File: config.mk
export PLATFORM = sky130hd
export DESIGN_NAME = gpio_sync_gen
export DESIGN_NICKNAME = d
export VERILOG_FILES = /design/src/rtl/gpio_sync_pkg.sv /design/src/rtl/gpio_sync_period_cnt.sv /design/src/rtl/gpio_sync_gen.sv
export SDC_FILE = /design/constraint.sdc
export NUM_CORES = 1
export LEC_CHECK = 0
export CAP_MARGIN = 20
export CORE_MARGIN = 3
export CORE_UTILIZATION = 50
export CTS_BUF_LIST = sky130_fd_sc_hd__clkbuf_4 sky130_fd_sc_hd__clkbuf_8 sky130_fd_sc_hd__clkbuf_16
export DETAILED_ROUTE_END_ITERATION = 16
export GPL_TIMING_DRIVEN = 0
export PLACE_DENSITY = 0.78
export SYNTH_ARGS = -nofsm -noshare
export SYNTH_HDL_FRONTEND = slang
export SYNTH_SLANG_ARGS = --single-unit
File: constraint.sdc
create_clock -name CLK -period 5.3 [get_ports CLK]
set_input_delay 0.53 -clock CLK [delete_from_list [all_inputs] [get_ports CLK]]
set_output_delay 0.53 -clock CLK [all_outputs]
set_load 0.01 [all_outputs]
File: src/rtl/gpio_sync_pkg.sv
// Shared definitions for the GPIO sync generator: FSM state encoding and
// default counter widths.
package gpio_sync_pkg;

   localparam int CNT_W_DEFAULT = 16;
   localparam int NP_W_DEFAULT  = 8;

   typedef enum logic [1:0] {
      ST_IDLE = 2'd0,
      ST_HIGH = 2'd1,
      ST_LOW  = 2'd2
   } state_t;

endpackage

File: src/rtl/gpio_sync_period_cnt.sv
// Period counter for the sync generator: counts 0..period-1 while enabled and
// flags the end of the high phase and the end of the period.
module gpio_sync_period_cnt
   import gpio_sync_pkg::*;
#(
   parameter int CNT_W = CNT_W_DEFAULT
) (
   input  logic             clk,
   input  logic             rst,
   input  logic             clear,
   input  logic             en,
   input  logic [CNT_W-1:0] period,
   input  logic [CNT_W-1:0] high_t,
   output logic             high_end,
   output logic             period_end
);

   logic [CNT_W-1:0] cnt;

   assign high_end   = (cnt == high_t - CNT_W'(1));
   assign period_end = (cnt == period - CNT_W'(1));

   always_ff @(posedge clk or posedge rst) begin
      if (rst) begin
         cnt <= '0;
      end else if (clear) begin
         cnt <= '0;
      end else if (en) begin
         cnt <= period_end ? '0 : cnt + CNT_W'(1);
      end
   end

endmodule

File: src/rtl/gpio_sync_gen.sv
// GPIO sync pulse generator: finite or continuous square-wave bursts with
// trigger/done pulses. Define GPIO_SYNC_GEN_PCNT_EN to expose the pulse counter on PCNT.
module gpio_sync_gen
   import gpio_sync_pkg::*;
#(
   parameter int CNT_W = CNT_W_DEFAULT,
   parameter int NP_W  = NP_W_DEFAULT
) (
   input  logic             CLK,
   input  logic             RSET,
   input  logic             START,
   input  logic             STOP,
   input  logic [CNT_W-1:0] PERIOD,
   input  logic [CNT_W-1:0] HIGH_T,
   input  logic [NP_W-1:0]  NPULSE,
   output logic             SIG,
   output logic             TRIG,
   output logic             BUSY,
   output logic             DONE,
`ifdef GPIO_SYNC_GEN_PCNT_EN
   output logic             ERR,
   output logic [NP_W-1:0]  PCNT
`else
   output logic             ERR
`endif
);

   state_t           state, state_n;
   logic [CNT_W-1:0] period_q, high_q;
   logic [NP_W-1:0]  npulse_q, pcnt_q, pcnt_inc;
   logic             cfg_ok, start_ok, start_bad;
   logic             high_end, period_end, last_period, pcnt_step;
   logic             trig_n, done_n;

   assign cfg_ok    = (PERIOD >= CNT_W'(2)) && (HIGH_T != '0) && (HIGH_T < PERIOD);
   assign start_ok  = START && !STOP && (state == ST_IDLE) && cfg_ok;
   assign start_bad = START && !STOP && (state == ST_IDLE) && !cfg_ok;

   assign pcnt_inc    = pcnt_q + NP_W'(1);
   assign last_period = (npulse_q != '0) && (pcnt_inc == npulse_q);
   assign pcnt_step   = (state == ST_LOW) && !STOP && period_end;

   gpio_sync_period_cnt #(
      .CNT_W(CNT_W)
   ) u_period_cnt (
      .clk       (CLK),
      .rst       (RSET),
      .clear     (start_ok),
      .en        (state != ST_IDLE),
      .period    (period_q),
      .high_t    (high_q),
      .high_end  (high_end),
      .period_end(period_end)
   );

   // STOP takes priority over any phase or period transition
   always_comb begin
      state_n = state;
      trig_n  = 1'b0;
      done_n  = 1'b0;
      case (state)
         ST_IDLE: begin
            if (start_ok) begin
               state_n = ST_HIGH;
               trig_n  = 1'b1;
            end
         end
         ST_HIGH: begin
            if (STOP)          state_n = ST_IDLE;
            else if (high_end) state_n = ST_LOW;
         end
         ST_LOW: begin
            if (STOP) begin
               state_n = ST_IDLE;
            end else if (period_end) begin
               if (last_period) begin
                  state_n = ST_IDLE;
                  done_n  = 1'b1;
               end else begin
                  state_n = ST_HIGH;
                  trig_n  = 1'b1;
               end
            end
         end
         default: state_n = ST_IDLE;
      endcase
   end

   always_ff @(posedge CLK or posedge RSET) begin
      if (RSET) begin
         state    <= ST_IDLE;
         SIG      <= 1'b0;
         TRIG     <= 1'b0;
         BUSY     <= 1'b0;
         DONE     <= 1'b0;
         ERR      <= 1'b0;
         period_q <= '0;
         high_q   <= '0;
         npulse_q <= '0;
         pcnt_q   <= '0;
      end else begin
         state <= state_n;
         SIG   <= (state_n == ST_HIGH);
         BUSY  <= (state_n != ST_IDLE);
         TRIG  <= trig_n;
         DONE  <= done_n;
         if (start_ok) begin
            period_q <= PERIOD;
            high_q   <= HIGH_T;
            npulse_q <= NPULSE;
            pcnt_q   <= '0;
            ERR      <= 1'b0;
         end else begin
            if (start_bad) ERR <= 1'b1;
            if (pcnt_step) pcnt_q <= pcnt_inc;
         end
      end
   end

`ifdef GPIO_SYNC_GEN_PCNT_EN
   assign PCNT = pcnt_q;
`endif

endmodule

==> impl_metrics.csv <==
group,metric,value,unit
sta,slew_viol_final,0,
detailed_routing,drt_iter0_markers,528,
floorplan,fp.dieW,105,um
global_routing,first_global_vias,4697,
worst_setup_path,critPathKind,"in2reg",
pwr,pwr-share-clk,20.5,%
floorplan,die-area,11000,um^2
sta,post-route-min-period,3.84,ns
clock_network,post_cts_buffers,0,
worst_setup_path,crit_fanout,10,
yosys,yosysWarnings,0,
placement,pre_cts_ws,1.16,ns
worst_setup_path,crit_path_end_kind,"flop",
floorplan,die-height,105,um
worst_setup_path,arrival,4.13,ns
floorplan,rows,35,
floorplan,core,9370,um^2
yosys,syn_inst,597,
detailed_routing,maxUsedRoutingLayer,"met4",
worst_hold_path,hold_start,"ERR",
flow_run,maxCapViolCount,0,
worst_hold_path,hold_end,"ERR",
clock_network,path_clk_slew,0.08,ns
clock_network,cts_buffer_depth,2,
sta,max_freq,0.260,GHz
worst_setup_path,critPathRequiredTime,5.59,ns
yosys,yosysSeqAreaShare,36.3,%
placement,dpl.hpwl,10.5,mm
worst_hold_path,hold_path.class,"reg2reg",
worst_hold_path,holdPathStages,2,
yosys,synth-seq-cells,71,
sta,rsz0062_at_grt,"no",
finish,diodes,0,
finish,final_area,5730,um^2
clock_network,cts-hold-fix-buffers,0,
detailed_routing,wl_met1,6.15,mm
finish,area_growth_syn_to_layout,17.0,%
finish,multi_input_area,2860,um^2
detailed_routing,num_vias,4760,
detailed_routing,firstDrtPassIters,5,
finish,fin_cells,790,
detailed_routing,wl_met3,969,um
yosys,yosysMostFrequentCell,"nand2_1",
finish,fillCellCount,868,
global_routing,grt_max_degree,72,
yosys,syn-num-nets,660,
sta,setup_viol,0,
clock_network,cts.root.buffer_cell,"clkbuf_8",
yosys,synth_edf_count,0,
yosys,synth_largest_area_cell,"dfrtp_1",
pwr,p_int,0.00123,W
detailed_routing,drc_errors,0,
placement,place_area,5540,um^2
placement,dp.cells,774,
global_routing,grt_pass1_wl,23.3,mm
pwr,leakagePower,2.51,nW
clock_network,cts_buffers,9,
global_routing,grt_overflow,0,
sta,fin_crit_sh,72.5,%
pwr,power_frac_comb,41.9,%
worst_setup_path,r2r-end,"high_q[5]",
yosys,syn-mean-instance-area,8.21,um^2
pwr,p_sw,0.000838,W
sta,slew_headroom,41.0,%
worst_setup_path,r2r_start,"state[1]",
finish,drive_gt1_share,5.90,%
yosys,ys_top_cells_by_area,"dfrtp_1 (36%), nand2_1 (8.5%), xnor2_1 (7.0%)",
clock_network,clk_latency,0.35,ns
clock_network,clock-sinks,71,
worst_setup_path,critPathLaunchType,"input pin",
clock_network,cts_resized,0,
pwr,cellPowerDensity,361,nW/um^2
floorplan,initial_core_util,52.3,%
clock_network,cts_tree,"built",
yosys,synth_top_area_share,36.3,%
global_routing,antenna_found_initial,0,
yosys,synthDistinctLibCells,60,
detailed_routing,routed-wl-met2,6.51,mm
yosys,synth_ff_type,"dfrtp_1",
clock_network,h-tree-depth,3,
pwr,p_sw_share,40.5,%
sta,worst_pin_slew,0.885,ns
detailed_routing,drtAntennaViolNets,0,
placement,place_congestion,0.953,
floorplan,io_pins,49,
sta,setup_tns,0,ns
detailed_routing,vias_per_cell,6.03,
detailed_routing,routedWlPerCell,17.8,um
yosys,synthTopCellsByCount,"nand2_1 (111), dfrtp_1 (71), nand3_1 (43)",
sta,worst_clock_skew,0.0113,ns
pwr,irDropWorstVdd,0.191,mV
yosys,netlist_area,4900,um^2
worst_setup_path,worst_r2r_path_depth,10,
sta,fin_ws,1.46,ns
detailed_routing,routed_wl,14.1,mm
outcome,status,"finished clean",
pwr,seqPwrFrac,37.6,%
sta,hold_ws,0.512,ns
global_routing,grt_usage,26.3,%
sta,hold_violations,0,
yosys,synthArstFlopShare,100,%
finish,fin_nets,719,
finish,ff_latch_area,1780,um^2
placement,io_buffers,48,
worst_setup_path,reg2reg_slack,1.48,ns
==> worst max path at each step <==
stage	from	to	slack, ns	cells past startpoint
after floorplan	period_q[2]	BUSY	2.50	11
after global placement	HIGH_T[15]	high_q[4]	1.23	10
after detailed placement	HIGH_T[15]	high_q[5]	1.16	10
after CTS	HIGH_T[15]	high_q[5]	1.54	10
after global routing	state[1]	high_q[5]	1.36	10
final	HIGH_T[15]	high_q[5]	1.46	10
==> worst max-delay path, cell delays in order <==
cell	delay (ns)
clkdlybuf4s50_1	0.54
ha_1	0.30
nor4b_1	0.70
o2111ai_1	0.27
a21oi_1	0.27
clkbuf_1	0.42
clkbuf_1	0.49
buf_1	0.41
nand2_1	0.12
nand2_1	0.08
==> layer usage <==
metal	track usage, %	vias to the layer above
li1	-	2238
met1	35.6	2293
met2	41.9	195
met3	3.58	34
met4	11.8	0
met5	0	-
==> per-stage QoR <==
step                      utilization [%]  power, W
after detailed placement             59.1   0.00164
after global routing                 61.2   0.00222
after global placement               59.1   0.00160
after floorplan                         -   0.00140
after CTS                            61.2   0.00206
final                                61.2   0.00207
==> placed cells by master, fill, tap and decap left out, types with 4 or more instances in the layout <==
cell             instances
a21o_1                   7
nand3_1                 43
clkbuf_8                11
clkdlybuf4s50_1         48
dfrtp_1                 71
nand4_1                 13
or2_2                    5
or3_1                    8
mux2i_1                  5
nand2_1                111
a21oi_1                 16
nor3_1                  20
or4_1                   12
nor4b_1                  5
o211ai_1                 5
nand4b_1                 4
inv_1                   24
xnor2_1                 39
clkbuf_1                28
ha_1                    19
nor2_1                  28
nor2b_1                  6
buf_1                    5
nor4_1                  17
xor2_1                  16
o21ai_0                 30
==> logic make-up (layout without fill, tap and decap cells) <==
| kind of cell | Yosys count | in the layout | synth area share, % |
|---|---|---|---|
| simple gates | 289 | 289 | 29.8 |
| mux | 7 | 7 | 1.48 |
| fa+ha+maj | 19 | 19 | 4.85 |
| flops | 71 | 71 | 36.3 |
| buf+inv | 65 | 129 | 5.44 |
| xor+xnor | 55 | 55 | 9.83 |
| compound gates | 91 | 91 | 12.3 |
==> power by group through the flow <==
stage | combinational (W) | sequential [W] | clock (W)
finish | 0.000868 | 0.000777 | 0.000424
global route | 0.000964 | 0.000795 | 0.000459
CTS | 0.000857 | 0.000776 | 0.000430
detailed placement | 0.000850 | 0.000787 | 0
global placement | 0.000819 | 0.000782 | 0
floorplan | 0.000650 | 0.000752 | 0
==> final cells by class <==
| type | count | area share (%) |
|---|---|---|
| flip-flops and latches | 71 | 31.0 |
| plain buffers | 39 | 2.95 |
| clock inverters | 5 | 0.677 |
| multi-input cells | 461 | 49.8 |
| well taps | 129 | 2.82 |
| clock buffers | 11 | 2.64 |
| inverters | 26 | 1.75 |
| repair buffers | 48 | 8.38 |
==> state kept, by name, indices dropped and copies added (netlist names) <==
name	cells
pcnt_q	8
ERR	1
BUSY	1
TRIG	1
npulse_q	8
SIG	1
high_q	16
state	2
period_q	16
u_period_cnt.cnt	16
DONE	1
Note: power is estimated with default switching activity, not from simulation.
